[src/rtl/lc3_mem_pkg.sv]
// Shared types and constants for the LC-3 memory controller.
// Device addresses are absolute for the standard window; offsets are derived from them.
package lc3_mem_pkg;

    typedef enum logic [1:0] {
        IDLE      = 2'd0,
        IO_ACC    = 2'd1,
        SRAM_WAIT = 2'd2,
        DONE      = 2'd3
    } state_t;

    localparam logic [15:0] DEFAULT_IO_BASE = 16'hFE00;
    localparam logic [15:0] KBSR_ADDR       = 16'hFE00;
    localparam logic [15:0] KBDR_ADDR       = 16'hFE02;
    localparam logic [15:0] DSR_ADDR        = 16'hFE04;
    localparam logic [15:0] DDR_ADDR        = 16'hFE06;

    localparam int READY_BIT = 15;
    localparam int IE_BIT    = 14;

    function automatic logic [15:0] io_offset(input logic [15:0] addr, input logic [15:0] base);
        return addr - base;
    endfunction

endpackage

[src/rtl/lc3_io_regs.sv]
// LC-3 memory-mapped keyboard and display registers with a single-cycle access port.
// DSR ready is the inverse of the pending display character, so the two can never disagree.
module lc3_io_regs
    import lc3_mem_pkg::*;
#(
    parameter logic [15:0] IO_BASE = DEFAULT_IO_BASE
) (
    input  logic        clk,
    input  logic        rst_n,
    input  logic        io_en,
    input  logic        io_we,
    input  logic [15:0] io_addr,
    input  logic [15:0] io_wdata,
    output logic [15:0] io_rdata,
    input  logic        kb_valid,
    input  logic [7:0]  kb_data,
    output logic        kb_ie,
    output logic        dd_valid,
    output logic [7:0]  dd_data,
    input  logic        dd_ready
);

    localparam logic [15:0] KBSR_OFS = KBSR_ADDR - DEFAULT_IO_BASE;
    localparam logic [15:0] KBDR_OFS = KBDR_ADDR - DEFAULT_IO_BASE;
    localparam logic [15:0] DSR_OFS  = DSR_ADDR - DEFAULT_IO_BASE;
    localparam logic [15:0] DDR_OFS  = DDR_ADDR - DEFAULT_IO_BASE;

    logic        kb_ready_r;
    logic        kb_ie_r;
    logic [7:0]  kb_char_r;
    logic        dd_valid_r;
    logic [7:0]  dd_data_r;

    logic [15:0] ofs_s;
    logic        kbdr_rd_s;
    logic        kbsr_wr_s;
    logic        ddr_wr_s;
    logic        kb_load_s;

    // Address decode, read mux and access strobes.
    always_comb begin
        ofs_s    = io_offset(io_addr, IO_BASE);
        io_rdata = 16'h0000;
        case (ofs_s)
            KBSR_OFS: begin
                io_rdata[READY_BIT] = kb_ready_r;
                io_rdata[IE_BIT]    = kb_ie_r;
            end
            KBDR_OFS: io_rdata = {8'h00, kb_char_r};
            DSR_OFS:  io_rdata[READY_BIT] = ~dd_valid_r;
            default:  io_rdata = 16'h0000;
        endcase
        kbdr_rd_s = io_en && !io_we && (ofs_s == KBDR_OFS);
        kbsr_wr_s = io_en && io_we && (ofs_s == KBSR_OFS);
        ddr_wr_s  = io_en && io_we && (ofs_s == DDR_OFS) && !dd_valid_r;
        // A key arriving while KBDR is being read replaces the character just consumed.
        kb_load_s = kb_valid && (!kb_ready_r || kbdr_rd_s);
    end

    // Keyboard and display register state.
    always_ff @(posedge clk or negedge rst_n) begin
        if (!rst_n) begin
            kb_ready_r <= 1'b0;
            kb_ie_r    <= 1'b0;
            kb_char_r  <= 8'h00;
            dd_valid_r <= 1'b0;
            dd_data_r  <= 8'h00;
        end else begin
            if (kb_load_s) begin
                kb_char_r  <= kb_data;
                kb_ready_r <= 1'b1;
            end else if (kbdr_rd_s) begin
                kb_ready_r <= 1'b0;
            end
            if (kbsr_wr_s) begin
                kb_ie_r <= io_wdata[IE_BIT];
            end
            if (ddr_wr_s) begin
                dd_valid_r <= 1'b1;
                dd_data_r  <= io_wdata[7:0];
            end else if (dd_valid_r && dd_ready) begin
                dd_valid_r <= 1'b0;
            end
        end
    end

    assign kb_ie    = kb_ie_r;
    assign dd_valid = dd_valid_r;
    assign dd_data  = dd_data_r;

endmodule

[src/rtl/lc3_mem_ctrl.sv]
// LC-3 memory controller: routes MAR/MDR accesses to external SRAM or device registers
// and returns a one-cycle ready pulse; SRAM accesses abort after SRAM_TIMEOUT cycles.
module lc3_mem_ctrl
    import lc3_mem_pkg::*;
#(
    parameter int          SRAM_TIMEOUT = 16,
    parameter logic [15:0] IO_BASE      = 16'hFE00
) (
    input  logic        clk,
    input  logic        rst_n,
    input  logic        mem_en,
    input  logic        mem_rw,
    input  logic [15:0] mar,
    input  logic [15:0] wdata,
    output logic [15:0] rdata,
    output logic        mem_r,
    output logic        bus_err,
    output logic        sram_req,
    output logic        sram_we,
    output logic [15:0] sram_addr,
    output logic [15:0] sram_wdata,
    input  logic [15:0] sram_rdata,
    input  logic        sram_ack,
    input  logic        kb_valid,
    input  logic [7:0]  kb_data,
    output logic        kb_ie,
    output logic        dd_valid,
    output logic [7:0]  dd_data,
    input  logic        dd_ready
);

    localparam int CNT_W = $clog2(SRAM_TIMEOUT + 1);
    localparam logic [CNT_W-1:0] CNT_MAX  = CNT_W'(SRAM_TIMEOUT);
    localparam logic [CNT_W-1:0] CNT_LAST = CNT_W'(SRAM_TIMEOUT - 1);

    state_t           state_r;
    logic [15:0]      addr_r;
    logic [15:0]      wdata_r;
    logic             rw_r;
    logic [CNT_W-1:0] cnt_r;
    logic             io_en_s;
    logic [15:0]      io_rdata_s;

    assign io_en_s = (state_r == IO_ACC);

    lc3_io_regs #(
        .IO_BASE (IO_BASE)
    ) u_io_regs (
        .clk      (clk),
        .rst_n    (rst_n),
        .io_en    (io_en_s),
        .io_we    (rw_r),
        .io_addr  (addr_r),
        .io_wdata (wdata_r),
        .io_rdata (io_rdata_s),
        .kb_valid (kb_valid),
        .kb_data  (kb_data),
        .kb_ie    (kb_ie),
        .dd_valid (dd_valid),
        .dd_data  (dd_data),
        .dd_ready (dd_ready)
    );

    // Access FSM with registered SRAM-side and completion outputs.
    always_ff @(posedge clk or negedge rst_n) begin
        if (!rst_n) begin
            state_r    <= IDLE;
            addr_r     <= 16'h0000;
            wdata_r    <= 16'h0000;
            rw_r       <= 1'b0;
            cnt_r      <= {CNT_W{1'b0}};
            rdata      <= 16'h0000;
            mem_r      <= 1'b0;
            bus_err    <= 1'b0;
            sram_req   <= 1'b0;
            sram_we    <= 1'b0;
            sram_addr  <= 16'h0000;
            sram_wdata <= 16'h0000;
        end else begin
            mem_r <= 1'b0;
            case (state_r)
                IDLE: begin
                    if (mem_en) begin
                        addr_r  <= mar;
                        rw_r    <= mem_rw;
                        wdata_r <= wdata;
                        if (mar >= IO_BASE) begin
                            state_r <= IO_ACC;
                        end else begin
                            state_r    <= SRAM_WAIT;
                            sram_req   <= 1'b1;
                            sram_we    <= mem_rw;
                            sram_addr  <= mar;
                            sram_wdata <= wdata;
                            cnt_r      <= {CNT_W{1'b0}};
                        end
                    end
                end
                IO_ACC: begin
                    if (!rw_r) begin
                        rdata <= io_rdata_s;
                    end
                    mem_r   <= 1'b1;
                    state_r <= DONE;
                end
                SRAM_WAIT: begin
                    if (sram_ack) begin
                        if (!rw_r) begin
                            rdata <= sram_rdata;
                        end
                        sram_req <= 1'b0;
                        sram_we  <= 1'b0;
                        mem_r    <= 1'b1;
                        state_r  <= DONE;
                    end else if (cnt_r >= CNT_LAST) begin
                        // Counter would reach SRAM_TIMEOUT this edge: abort.
                        if (!rw_r) begin
                            rdata <= 16'h0000;
                        end
                        sram_req <= 1'b0;
                        sram_we  <= 1'b0;
                        bus_err  <= 1'b1;
                        mem_r    <= 1'b1;
                        state_r  <= DONE;
                    end else if (cnt_r != CNT_MAX) begin
                        cnt_r <= cnt_r + 1'b1;
                    end
                end
                DONE: begin
                    if (!mem_en) begin
                        state_r <= IDLE;
                    end
                end
                default: state_r <= IDLE;
            endcase
        end
    end

endmodule

[config.mk]
export PLATFORM = sky130hd
export DESIGN_NAME = lc3_mem_ctrl
export DESIGN_NICKNAME = d
export VERILOG_FILES = /design/src/rtl/lc3_mem_pkg.sv /design/src/rtl/lc3_io_regs.sv /design/src/rtl/lc3_mem_ctrl.sv
export SDC_FILE = /design/constraint.sdc
export NUM_CORES = 1
export LEC_CHECK = 0
export ABC_AREA = 1
export CAP_MARGIN = 20
export CORE_UTILIZATION = 48
export CTS_CLUSTER_SIZE = 12
export DETAILED_ROUTE_END_ITERATION = 16
export HOLD_SLACK_MARGIN = 0.12
export PLACE_DENSITY_LB_ADDON = 0.12
export SLEW_MARGIN = 5
export SYNTH_ARGS = -nofsm -noshare
export SYNTH_HDL_FRONTEND = slang
export SYNTH_SLANG_ARGS = --single-unit
[constraint.sdc]
create_clock -name clk -period 2.15 [get_ports clk]
set_clock_uncertainty 0.2 [all_clocks]
set_input_delay 0.215 -clock clk [delete_from_list [all_inputs] [get_ports clk]]
set_output_delay 0.215 -clock clk [all_outputs]
set_load 0.02 [all_outputs]
==> impl_results.md, run 1 <==
* GRT Total Usage at 22.1%
* Number of DRC markers in iteration 0 at 142
* Worst Path Required at 2.19 ns
* Most frequent cell after synthesis: nand2_1
* Largest area contributor in the netlist: dfrtp_1
* Most common flop cell mapped by yosys: dfrtp_1
* Share of the yosys chip area belonging to registers at 56.6%
* Worst VDD drop at 0.000637 V
* IO Port Bufs at 124
* CP Class: reg -> reg
* Power per cell area at 1310 mW/mm2
* Worst-Skew Late Latency at 0.36 ns
* Fin nets at 740
* DP HPWL at 7710 um
* Pre-antenna DRT Iters at 4
* Final Hold Fails at 0
* Critical Path Fanout Max at 18
* Final period util at 93.8%
* EDFF count, synth at 0
* Worst-margin pin slew at 0.600 ns
* Core Area at 0.00928 mm2
* Starting Density at 49.6%
* Clk root buf: clkbuf_8
* Crit path time final at 2.02 ns
* Vias in the first global route at 3795
* Placed inst area at 0.00606 mm2
* Hold crit path type: in -> async
* Setup TNS at 0 ns
* WL/cell at 12.9 um
* Fin. max-slew vios at 0
* Setup slack on the worst flop-to-flop path at 0.13 ns
* CTS tree: built
* Placer Congestion at 0.842
* Clk sinks at 104
* Unrepaired setup endpoints after global routing: no
* Clk slew on worst S/H paths at 0.10 ns
* Layout cells sized above 1 at 8.48%
* Initial antenna violation count at 0
* Top post-synthesis cells by area: dfrtp_1, nand2_1, inv_1, o21ai_0, nor2_1
* Seq cells post-synth at 104
* Status: finished clean
* Vias per cell at 4.85
* Area growth syn-to-layout at 37.1%
* Synth Cell Area at 0.00460 mm2
* Leak Pwr at 0.00300 uW
* Power, Total at 8280 uW
* Crit path launch type: flip-flop
* Synthesized Nets at 607
* Drt total wl at 10400 um
* Setup violations, final at 0
* Synth unique cells at 34
* Num rows at 35
* Synth top area share at 56.6%
* Synthesized area per cell at 8.58 um2
* Via count at 3886
* Async SR Flop Fraction at 100%
* Total gr overflow at 0
* Ant diodes at 0
* Post-route cell area at 0.00631 mm2
* Postcts setup bufs at 0
* DRC Markers at 0
* Routed Antenna Nets at 0
* Die area at 0.00998 mm2
* Synth warn at 0
* Die height at 99.9 um
* Clock buffer depth at 2
* Normalized max-slew margin at 60.0%
* Worst EP arrival at 2.06 ns
* Crit path capture type: flip-flop
* H-tree depth at 3
* # IOs at 125
* Die width at 99.9 um
* Post-Synthesis Cells at 536
* Global-route wire length before repair at 17500 um
* Synth top cells by count: nand2_1, dfrtp_1, inv_1
* Cts bufs inserted at 9
* Max-cap violations at 0
* Peak Freq at 496 MHz
* Largest net degree at the start of global routing at 43
[per-layer routing]
layer | up-vias | global-route usage, % | wire length (um)
met2 | 81 | 38.6 | 5180
met5 | - | 0 | 0
li1 | 1950 | - | -
met4 | 0 | 8.03 | 138
met3 | 12 | 2.92 | 317
met1 | 1843 | 28.3 | 4710
[critical path: stages, from the launching register on]
cell and delay, ns:
dfrtp_1 0.44, ha_1 0.23, nand2_1 0.09, nor2_1 0.05, ha_1 0.17, nor2_1 0.13, nand3_1 0.14, nand2_2 0.14
inv_2 0.13, nor2_1 0.13, a31oi_1 0.05
[cell usage in the layout (no fill, tap or decap), types with 2 or more instances in the layout]
master and n:
a31oi_1 9, nand2_1 211, o21ai_0 31, ha_1 8, buf_4 13, bufinv_16 3, nand3_1 19, nand2_2 2
clkdlybuf4s50_1 123, nor2_4 2, nor2_2 3, buf_12 3, clkbuf_8 9, nor2_1 37, or2_2 2, dfrtp_1 104
inv_2 2, a21oi_1 11, o21ai_2 7, nand2_4 3, nand4_1 10, inv_1 45
[power by group]
group / switching, uW / internal, uW
Sequential: 425 / 2700
Clock: 645 / 765
Combinational: 2140 / 1600
[final cells by class]
class                      instances  area (um2)
timing repair buffer             140        1400
inverter                          47         176
fill                             807        2980
clock inverter                     5         106
tap                              129         161
multi-input combinational        367        1740
clock buffer                       9         124
sequential                       104        2600
[sequential cells by signal (all words and copies together), names as in the netlist]
signal / flops
rdata: 16
sram_we: 1
cnt_r: 5
state_r: 2
u_io_regs.kb_ie: 1
u_io_regs.dd_valid: 1
wdata_r: 9
mem_r: 1
bus_err: 1
u_io_regs.kb_char_r: 8
sram_addr: 16
addr_r: 16
rw_r: 1
sram_wdata: 16
u_io_regs.kb_ready_r: 1
sram_req: 1
u_io_regs.dd_data: 8
[path summary, 6_finish.rpt]
check / to / startpoint / cells after the start
max: rdata[3]$_DFFE_PN0P_ / cnt_r[0]$_DFFE_PN0P_ / 10
min: sram_wdata[9]$_DFFE_PN0P_ / rst_n / 2
max reg2reg: rdata[3]$_DFFE_PN0P_ / cnt_r[0]$_DFFE_PN0P_ / 10
min reg2reg: sram_wdata[6]$_DFFE_PN0P_ / sram_wdata[6]$_DFFE_PN0P_ / 2
max in group asynchronous: addr_r[3]$_DFFE_PN0P_ / rst_n / 3
min in group clk: sram_wdata[12]$_DFFE_PN0P_ / wdata[12] / 3
[cells by family (layout without fill, tap and decap cells)]
logic type      count (synthesis)  in the layout  share of synthesized area (%)
fa+ha+maj                       8              8                           2.18
simple gates                  296            296                           27.3
compound gates                 63             63                           8.10
buf+inv                        65            201                           5.90
flops                         104            104                           56.6
[timing repair]
action                                 in CTS  in global routing
resized for setup                           0                  1
endpoints found under the hold margin      90                  0
hold buffers                                1                  0
setup endpoints to repair                   0                  5
[per-stage QoR]
step | util [%] | instances | hold WS (ns) | setup slack (ns)
2_1_floorplan | - | 536 | -0.281 | 0.299
3_3_place_gp | 65.3 | 786 | 0.0565 | 0.121
3_5_place_dp | 65.3 | 786 | 0.0539 | 0.0757
4_1_cts | 67.8 | 801 | 0.174 | 0.119
5_1_grt | 67.9 | 801 | 0.198 | 0.000223
6_report | 67.9 | 801 | 0.184 | 0.133
(Power assumes the default switching activity.)
==> run 2: changes to the inputs <==
- CORE_UTILIZATION: 48 -> 55
- DONT_BUFFER_PORTS: not set -> 1
==> run 2 against run 1 <==
  * The run now ends with hold timing left
  * Die area shrank 12%
  * Via count decreased by 5.9%
  * Power is 14% lower
  * Sequential cell count is the same
  * Fmax fell by 0.67%
  * Wire length decreased by 3.7%
  * Sequential power rose by 20%
  * Combinational power fell by 40%
  * Global-route usage is 1.8 points higher
  * Clock power decreased by 18%
  * Design area down 11%
  * Hold slack got worse by 0.86 ns
  * Critical path type unchanged
  * Critical endpoint is now addr_r[2]$_DFFE_PN0P_
  * Largest power group is now registers
==> impl_results.md, run 2 (same netlist as run 1, synthesis figures left out) <==
* Place WS at 0.136 ns (+0.0602 ns)
* Worst Path Required at 2.25 ns (+0.06 ns)
* Initial antenna violation count at 0 (unchanged)
* Unrepaired setup endpoints after global routing: no
* Met1 global-route usage at 29.3% (+0.97 points)
* Fillers at 645 (-20%)
* GRT busiest layer: met2
* Largest net degree at the start of global routing at 105 (+140%)
* Failing checks: hold timing
* CP Class: reg -> reg
* Pre-antenna DRT Iters at 5 (+1)
* Crit path time final at 2.03 ns (+0.0136 ns)
* Power, Total at 7150 uW (-14%)
* Leak Pwr at 0.00273 uW (-9.0%)
* Via count at 3657 (-5.9%)
* Critical Path Fanout Max at 21 (+3)
* Hold crit path type: in -> async
* Status: finished, violations left
* Num rows at 32 (-8.6%)
* Peak Freq at 492 MHz (-0.67%)
* Die height at 93.5 um (-6.4%)
* H-tree depth at 3 (unchanged)
* Worst EP arrival at 2.13 ns (+0.07 ns)
* Number of DRC markers in iteration 0 at 103 (-27%)
* Setup TNS at 0 ns (unchanged)
* Vias per cell at 5.16 (+6.3%)
* Power per cell area at 1280 mW/mm2 (-2.4%)
* Ant diodes at 0 (unchanged)
* Die width at 93.5 um (-6.4%)
* Crit path capture type: flip-flop
* Clk root buf: clkbuf_8
* Drt total wl at 9970 um (-3.7%)
* Worst-Skew Late Latency at 0.36 ns (about the same)
* Vias in the first global route at 3645 (-4.0%)
* Area growth syn-to-layout at 21.3%
* Core Area at 0.00793 mm2 (-15%)
* Placer Congestion at 0.782 (-7.1%)
* Worst VDD drop at 0.000627 V (-1.5%)
* # IOs at 125 (unchanged)
* Commonest non-fill, non-tap cell in the layout: nand2_1
* Setup violations, final at 0 (unchanged)
* IO Port Bufs at 0 (-100%)
* DRC Markers at 0 (unchanged)
* WL/cell at 14.1 um (+8.8%)
* Routed Antenna Nets at 0 (unchanged)
* Hold Slack at -0.672 ns (-0.856 ns)
* Layout cells sized above 1 at 8.90% (+0.41 points)
* Cts bufs inserted at 9 (unchanged)
* GR Layer Usage met2 at 42.3% (+3.7 points)
* Clock buffer depth at 2 (unchanged)
* Die area at 0.00873 mm2 (-12%)
* GRT Total Usage at 23.9% (+1.8 points)
* Worst-margin pin slew at 0.390 ns (-0.210 ns)
* CTS tree: built
* Fin. max-slew vios at 0 (unchanged)
* Crit path launch type: flip-flop
* Normalized max-slew margin at 73.7% (+14 points)
* Total gr overflow at 0 (unchanged)
* Final Hold Fails at 104 (+104)
* Final period util at 94.4% (+0.63 points)
* Setup ws final at 0.119 ns (-0.0136 ns)
* M3 GR Usage at 5.12% (+2.2 points)
* Fin nets at 673 (-9.1%)
* Most frequent cells in the layout: nand2_1, dfrtp_1, dlygate4sd3_1
* DP HPWL at 6450 um (-16%)
* Max-cap violations at 0 (unchanged)
* Clk sinks at 104 (unchanged)
* Hold_buf cts at 64 (+63)
* Clk slew on worst S/H paths at 0.11 ns (about the same)
* Final design utilization at 70.4% (+2.5 points)
* Starting Density at 58.0% (+8.5 points)
* Global-route wire length before repair at 16300 um (-6.4%)
run 2: cell count changes in the layout (fill, tap and decap cells not counted), sizes merged:
cell,change
bufinv,-3
clkdlybuf4s50,-123
dlygate4sd3,+63
clkbuf,+2
inv,+2
buf,-8
clkinv,+2
run 2: where the power goes:
part           leakage, uW  switching [uW]  total (uW)  internal [uW]
clock network    0.0000952             682        1150            470
registers          0.00132            1050        3750           2700
logic              0.00132            1390        2250            861
run 2: through the flow:
| step | cells | hold slack, ns | instance area [um2] |
|---|---|---|---|
| 3_3_place_gp | 628 | -0.279 | 4710 |
| 3_5_place_dp | 628 | -0.279 | 4710 |
| 2_1_floorplan | 536 | -0.281 | 4600 |
| 4_1_cts | 708 | -0.680 | 5540 |
| 5_1_grt | 709 | -0.692 | 5580 |
| 6_report | 709 | -0.672 | 5580 |
run 2: worst max-delay path: stages (launching register included):
cell           delay, ns
dfrtp_1             0.41
inv_1               0.15
ha_4                0.18
nand2_1             0.09
inv_2               0.12
buf_12              0.16
nand2_1             0.05
dlygate4sd3_1       0.55
nand2_1             0.06
run 2: layer usage:
layer | wire length (um) | vias up
met5 | 0 | -
met4 | 180 | 0
met3 | 402 | 16
met2 | 5000 | 87
met1 | 4390 | 1731
li1 | - | 1823
run 2: cell type report:
cell class	count	area (um2)	area share (%)
flip-flops and latches	104	2600	46.6
clock buffers	10	138	2.47
multi-input cells	367	1750	31.4
repair buffers	73	738	13.2
well taps	102	128	2.29
clock inverters	6	50.0	0.896
inverters	47	176	3.16
run 2: path summary, 6_finish.rpt:
check	startpoint	endpoint	slack, ns	cells past startpoint
hold / removal	rst_n	sram_wdata[3]$_DFFE_PN0P_	-0.67	0
setup / recovery	state_r[0]$_DFFE_PN0P_	addr_r[2]$_DFFE_PN0P_	0.12	8
setup reg to reg	state_r[0]$_DFFE_PN0P_	addr_r[2]$_DFFE_PN0P_	0.12	8
max in group asynchronous	rst_n	u_io_regs.kb_ready_r$_DFFE_PN0P_	2.27	0
min in group clk	mem_en	cnt_r[3]$_DFFE_PN0P_	0.09	4
hold reg to reg	u_io_regs.kb_char_r[6]$_DFFE_PN0P_	u_io_regs.kb_char_r[6]$_DFFE_PN0P_	0.28	2
run 2: repair_timing:
| item | in CTS | in global routing |
|---|---|---|
| buffers inserted | 0 | 0 |
| endpoints found under the hold margin | 193 | 104 |
| resized for setup | 0 | 5 |
| endpoints found under the setup margin | 0 | 7 |
